## src/rtl/mem_port_arbiter.sv

```systemverilog
// Arbitrates the single external memory bus between instruction fetch and the MEM stage.
// One access at a time, MEM has priority, registered bus outputs, optional ack timeout.
module mem_port_arbiter #(
    parameter int ADDR_W  = 30,
    parameter int DATA_W  = 32,
    parameter int TIMEOUT = 255
) (
    input  logic              clk,
    input  logic              rst,
    input  logic              if_req,
    input  logic [ADDR_W-1:0] if_addr,
    output logic [DATA_W-1:0] if_rdata,
    output logic              if_done,
    input  logic              mem_re,
    input  logic              mem_we,
    input  logic [ADDR_W-1:0] mem_addr,
    input  logic [3:0]        mem_sel,
    input  logic [DATA_W-1:0] mem_wdata,
    output logic [DATA_W-1:0] mem_rdata,
    output logic              mem_done,
    output logic              stall_if,
    output logic              stall_mem,
    output logic              bus_req,
    output logic              bus_we,
    output logic [ADDR_W-1:0] bus_addr,
    output logic [3:0]        bus_sel,
    output logic [DATA_W-1:0] bus_wdata,
    input  logic [DATA_W-1:0] bus_rdata,
    input  logic              bus_ack,
    output logic              bus_err
);

    typedef enum logic [1:0] {IDLE, DATA_BUSY, INST_BUSY} state_t;

    localparam int CNT_W = (TIMEOUT > 1) ? $clog2(TIMEOUT) : 1;

    state_t            state_reg, state_next;
    logic [CNT_W-1:0]  cnt_reg, cnt_next;
    logic              bus_req_reg, bus_req_next;
    logic              bus_we_reg, bus_we_next;
    logic [ADDR_W-1:0] bus_addr_reg, bus_addr_next;
    logic [3:0]        bus_sel_reg, bus_sel_next;
    logic [DATA_W-1:0] bus_wdata_reg, bus_wdata_next;
    logic              bus_err_reg, bus_err_next;
    logic              if_done_reg, if_done_next;
    logic              mem_done_reg, mem_done_next;
    logic [DATA_W-1:0] if_rdata_reg, if_rdata_next;
    logic [DATA_W-1:0] mem_rdata_reg, mem_rdata_next;
    logic              mem_elig, if_elig, timeout_hit;

    // A requester still showing its done pulse is finishing the previous access.
    assign mem_elig    = (mem_re | mem_we) & ~mem_done_reg;
    assign if_elig     = if_req & ~if_done_reg;
    assign timeout_hit = (TIMEOUT != 0) && (cnt_reg == CNT_W'(TIMEOUT - 1));

    always_ff @(posedge clk) begin
        if (rst) begin
            state_reg     <= IDLE;
            cnt_reg       <= '0;
            bus_req_reg   <= 1'b0;
            bus_we_reg    <= 1'b0;
            bus_addr_reg  <= '0;
            bus_sel_reg   <= '0;
            bus_wdata_reg <= '0;
            bus_err_reg   <= 1'b0;
            if_done_reg   <= 1'b0;
            mem_done_reg  <= 1'b0;
            if_rdata_reg  <= '0;
            mem_rdata_reg <= '0;
        end else begin
            state_reg     <= state_next;
            cnt_reg       <= cnt_next;
            bus_req_reg   <= bus_req_next;
            bus_we_reg    <= bus_we_next;
            bus_addr_reg  <= bus_addr_next;
            bus_sel_reg   <= bus_sel_next;
            bus_wdata_reg <= bus_wdata_next;
            bus_err_reg   <= bus_err_next;
            if_done_reg   <= if_done_next;
            mem_done_reg  <= mem_done_next;
            if_rdata_reg  <= if_rdata_next;
            mem_rdata_reg <= mem_rdata_next;
        end
    end

    always_comb begin
        state_next     = state_reg;
        cnt_next       = cnt_reg;
        bus_req_next   = bus_req_reg;
        bus_we_next    = bus_we_reg;
        bus_addr_next  = bus_addr_reg;
        bus_sel_next   = bus_sel_reg;
        bus_wdata_next = bus_wdata_reg;
        bus_err_next   = 1'b0;
        if_done_next   = 1'b0;
        mem_done_next  = 1'b0;
        if_rdata_next  = if_rdata_reg;
        mem_rdata_next = mem_rdata_reg;
        case (state_reg)
            IDLE: begin
                if (mem_elig) begin
                    state_next     = DATA_BUSY;
                    cnt_next       = '0;
                    bus_req_next   = 1'b1;
                    bus_we_next    = mem_we;
                    bus_addr_next  = mem_addr;
                    bus_sel_next   = mem_sel;
                    bus_wdata_next = mem_wdata;
                end else if (if_elig) begin
                    state_next    = INST_BUSY;
                    cnt_next      = '0;
                    bus_req_next  = 1'b1;
                    bus_we_next   = 1'b0;
                    bus_addr_next = if_addr;
                    bus_sel_next  = 4'b1111;
                end
            end
            DATA_BUSY, INST_BUSY: begin
                if (bus_ack) begin
                    state_next   = IDLE;
                    bus_req_next = 1'b0;
                    if (state_reg == DATA_BUSY) begin
                        mem_done_next  = 1'b1;
                        mem_rdata_next = bus_we_reg ? '0 : bus_rdata;
                    end else begin
                        if_done_next  = 1'b1;
                        if_rdata_next = bus_rdata;
                    end
                end else if (timeout_hit) begin
                    // Abort: the owner still gets a done so the pipeline cannot deadlock.
                    state_next   = IDLE;
                    bus_req_next = 1'b0;
                    bus_err_next = 1'b1;
                    if (state_reg == DATA_BUSY) begin
                        mem_done_next  = 1'b1;
                        mem_rdata_next = '0;
                    end else begin
                        if_done_next  = 1'b1;
                        if_rdata_next = '0;
                    end
                end else begin
                    cnt_next = cnt_reg + 1'b1;
                end
            end
            default: state_next = IDLE;
        endcase
    end

    assign bus_req   = bus_req_reg;
    assign bus_we    = bus_we_reg;
    assign bus_addr  = bus_addr_reg;
    assign bus_sel   = bus_sel_reg;
    assign bus_wdata = bus_wdata_reg;
    assign bus_err   = bus_err_reg;
    assign if_done   = if_done_reg;
    assign mem_done  = mem_done_reg;
    assign if_rdata  = if_rdata_reg;
    assign mem_rdata = mem_rdata_reg;
    assign stall_if  = if_req & ~if_done_reg;
    assign stall_mem = (mem_re | mem_we) & ~mem_done_reg;

endmodule

```

## config.mk

```make
export PLATFORM = sky130hd
export DESIGN_NAME = mem_port_arbiter
export DESIGN_NICKNAME = d
export VERILOG_FILES = /design/src/rtl/mem_port_arbiter.sv
export SDC_FILE = /design/constraint.sdc
export NUM_CORES = 1
export LEC_CHECK = 0
export BUFFER_PORTS_ARGS = -buffer_cell sky130_fd_sc_hd__buf_2
export CORE_MARGIN = 2
export CORE_UTILIZATION = 30
export DETAILED_ROUTE_END_ITERATION = 12
export PLACE_DENSITY = 0.59
export SKIP_CTS_REPAIR_TIMING = 1
export SYNTH_ARGS = -nofsm -noshare
export SYNTH_HDL_FRONTEND = slang
export SYNTH_SLANG_ARGS = --single-unit
export TNS_END_PERCENT = 1
```

## constraint.sdc

```tcl
create_clock -name clk -period 2 [get_ports clk]
set_clock_uncertainty 0.2 [all_clocks]
set_input_delay 0.2 -clock clk [delete_from_list [all_inputs] [get_ports clk]]
set_output_delay 0.2 -clock clk [all_outputs]
set_load 0.02 [all_outputs]
```

==> flow_summary.rst <==
.. list-table::
   :header-rows: 1

   * - Metric
     - Value
   * - Cell Area, Synth
     - 0.005766 mm^2
   * - Synth area leader
     - sky130_fd_sc_hd__dfxtp_1
   * - Standard cell core area
     - 0.01877 mm^2
   * - Initial core utilization
     - 30.72%
   * - Total via count after detailed routing
     - 6376
   * - DRT antenna net count
     - 0
   * - Critical Path Start Type
     - flop
   * - Buffers from clock root to sink, at most
     - 2
   * - Hold slack final
     - 222.9 ps
   * - Data arrival, critical path
     - 2050 ps
   * - Filler cell count in the final layout
     - 1694
   * - Max Fclk
     - 0.5258 GHz
   * - Number of H-tree levels
     - 4
   * - Sw frac
     - 30.70%
   * - Run status
     - finished clean
   * - I/O Pins
     - 271
   * - Routed WL per cell
     - 16.02 um
   * - Die extent in y
     - 142.6 um
   * - Clock sink count
     - 145
   * - Share of layout cells above drive strength 1
     - 33.75%
   * - Floorplan die area
     - 0.02034 mm^2
   * - Clock buffers created by TritonCTS
     - 17
   * - Flops & latches, synth
     - 145
   * - Total routing usage reported by global routing
     - 17.21%
   * - Count of routing violations after the opening detailed-route iteration
     - 385
   * - Clock tree from TritonCTS
     - yes
   * - Final setup violation count
     - 0
   * - Max-Cap Viols
     - 0
   * - Largest net degree at the start of global routing
     - 76
   * - Post-route minimum period
     - 1902 ps
   * - Cell variety after synth
     - 37
   * - Worst setup path startpoint
     - cnt_reg[0]$_SDFFE_PP0P_
   * - Clock Tree Root
     - sky130_fd_sc_hd__clkbuf_16
   * - Post-detailed-routing wire length
     - 20460 um
   * - Hold WC Path Type
     - primary input to flop
   * - Async set-reset flop share out of synthesis
     - 0%
   * - Net count of the finished layout
     - 1169
   * - Total count of hold-check failures in the final report
     - 0
   * - Total of buffers placed on input and output ports
     - 270
   * - Via count of the first global-routing pass
     - 5312
   * - Final estimated routing congestion in global placement
     - 0.7770
   * - Total power
     - 0.008771 W
   * - Power Density
     - 923.3 mW/mm^2
   * - Grt ovf
     - 0
   * - Post-synthesis area per instance
     - 8.981 um^2
   * - Yosys synthesis warning count
     - 0
   * - Clock edge transition at the registers on the reported setup and hold paths
     - 60 ps
   * - Internal power
     - 0.006078 W
   * - Net count after synthesis
     - 780
   * - Maximum fanout along the worst path
     - 22
   * - Combinational power share
     - 25.1%
   * - Placed Cells incl. Taps
     - 1111
   * - Worst Max-Slew Pin Slew
     - 419.0 ps
   * - # DRC
     - 0
   * - Capturing element type of the critical path
     - flop
   * - Synthesized instance count
     - 642
   * - Post-DR vias/cell
     - 4.993
   * - Max Transition Viols Final
     - 0
   * - Leak pwr
     - 4.275 nW
   * - Share of power burned in the clock network
     - 37.3%
   * - Post-Place Setup Slack
     - 37.15 ps
   * - Top-count cell post-synth
     - sky130_fd_sc_hd__dfxtp_1
   * - Synth-to-Final Area Change
     - 64.76%
   * - DP Wirelength
     - 12370 um
   * - Class of the most critical setup path
     - flop to flop
   * - Clk_lat worst skew
     - 410 ps
   * - Diode insertion count for antenna repair
     - 0
   * - Leading cell types by count after synthesis
     - 145 x sky130_fd_sc_hd__dfxtp_1, 131 x sky130_fd_sc_hd__nand2_1, 71 x sky130_fd_sc_hd__a21oi_1
   * - Period Utilization, post-route
     - 95.09%
   * - Sequential group share of total power
     - 37.6%
   * - Min-Delay Startpoint
     - mem_re
   * - Largest voltage drop on the vdd net
     - 0.5786 mV
   * - Final setup margin
     - 98.10 ps
   * - Tightest slew margin relative to the limit
     - 72.00%
   * - Std cell rows
     - 50
   * - X dimension of the die
     - 142.6 um
   * - Number of antenna violations at the first check in global routing
     - 0
   * - Post-route cell area
     - 0.009499 mm^2
   * - Number of enable flip-flop cells after synthesis
     - 0
   * - Required time of the critical path
     - 2150 ps
   * - Top cell type's share of synthesized area
     - 50.35%
   * - Net switching power
     - 0.002693 W
   * - Leading post-synthesis cells by cell area
     - sky130_fd_sc_hd__dfxtp_1 50%, sky130_fd_sc_hd__nand2_1 8.5%, sky130_fd_sc_hd__a21oi_1 6.2%
   * - Final non-filler cell total
     - 1277
   * - Global-route wire length before repair
     - 28050 um
   * - Portion of the post-synthesis area used by sequential elements
     - 50.35%
   * - First-pass iteration count of the detailed router
     - 5
   * - Total cell area at the placement stage
     - 0.007477 mm^2
   * - Source of the worst register-to-register timing path
     - cnt_reg[0]$_SDFFE_PP0P_
   * - Flip-flop cell with the highest count after synthesis
     - sky130_fd_sc_hd__dfxtp_1
## final timing paths
path / end / slack, ps / cells past startpoint
min: bus_addr[5]$_SDFFE_PP0P_ / 220 / 5
max reg2reg: mem_rdata[26]$_SDFFE_PP0P_ / 100 / 7
min reg2reg: bus_wdata[19]$_SDFFE_PP0P_ / 250 / 2
max: mem_rdata[26]$_SDFFE_PP0P_ / 100 / 7
## worst max-delay path, stage by stage, from the launching register on
cell and delay (ps):
sky130_fd_sc_hd__dfxtp_1 320, sky130_fd_sc_hd__inv_1 60, sky130_fd_sc_hd__ha_1 200, sky130_fd_sc_hd__and3_1 220, sky130_fd_sc_hd__a21o_2 270, sky130_fd_sc_hd__a31oi_4 240, sky130_fd_sc_hd__buf_12 190, sky130_fd_sc_hd__a22o_1 130
## power groups by stage
stage / Clock (W) / Sequential [W] / Combinational, W
6_report: 0.00328 / 0.00330 / 0.00220
5_1_grt: 0.00350 / 0.00333 / 0.00239
4_1_cts: 0.00337 / 0.00329 / 0.00197
3_5_place_dp: 0 / 0.00335 / 0.00197
3_3_place_gp: 0 / 0.00335 / 0.00196
2_1_floorplan: 0 / 0.00367 / 0.000873
## stage by stage
step / util, % / setup TNS [ps]
2_1_floorplan: - / 0
3_3_place_gp: 39.84 / 0
3_5_place_dp: 39.84 / 0
4_1_cts: 43.04 / 0
5_1_grt: 50.61 / -38.02
6_report: 50.61 / 0
## metal layers
layer | share of wire (%) | up-vias | GRT usage (%)
li1 | - | 3108 | -
met1 | 44 | 2997 | 22.57
met2 | 48 | 253 | 27.63
met3 | 6.5 | 18 | 5.164
met4 | 1.0 | 0 | 4.638
met5 | 0 | - | 0
## layout make-up
cell class | instances | area, um^2 | share of cell area (%)
Timing Repair Buffer | 430 | 3075 | 32.38
Sequential cell | 145 | 2904 | 30.57
Multi-Input combinational cell | 429 | 2594 | 27.31
Clock buffer | 20 | 446.7 | 4.702
Tap cell | 234 | 292.8 | 3.082
Clock inverter | 11 | 153.9 | 1.620
Inverter | 8 | 32.53 | 0.3425
## layout by cell type, fill, tap and decap left out, types with 14 or more instances in the layout
master | Yosys | final
sky130_fd_sc_hd__dfxtp_1 | 145 | 144
sky130_fd_sc_hd__nand2_1 | 131 | 130
sky130_fd_sc_hd__a21oi_1 | 71 | 70
sky130_fd_sc_hd__clkbuf_16 | 0 | 19
sky130_fd_sc_hd__nor2_1 | 38 | 37
sky130_fd_sc_hd__nand4b_1 | 33 | 33
sky130_fd_sc_hd__a311oi_1 | 30 | 30
sky130_fd_sc_hd__buf_4 | 2 | 14
sky130_fd_sc_hd__o31ai_1 | 33 | 33
sky130_fd_sc_hd__a22o_1 | 32 | 32
sky130_fd_sc_hd__dlygate4sd3_1 | 0 | 131
sky130_fd_sc_hd__buf_2 | 22 | 269
## logic make-up after synthesis
family                   share of synthesized area (%)
AND/OR/NAND/NOR                                  18.92
AO/OA/AOI/OAI                                    24.44
flip-flops                                       50.35
buffers and inverters                            5.425
adder cells (fa/ha/maj)                         0.8681
Note: power is estimated with default switching activity, not from simulation.
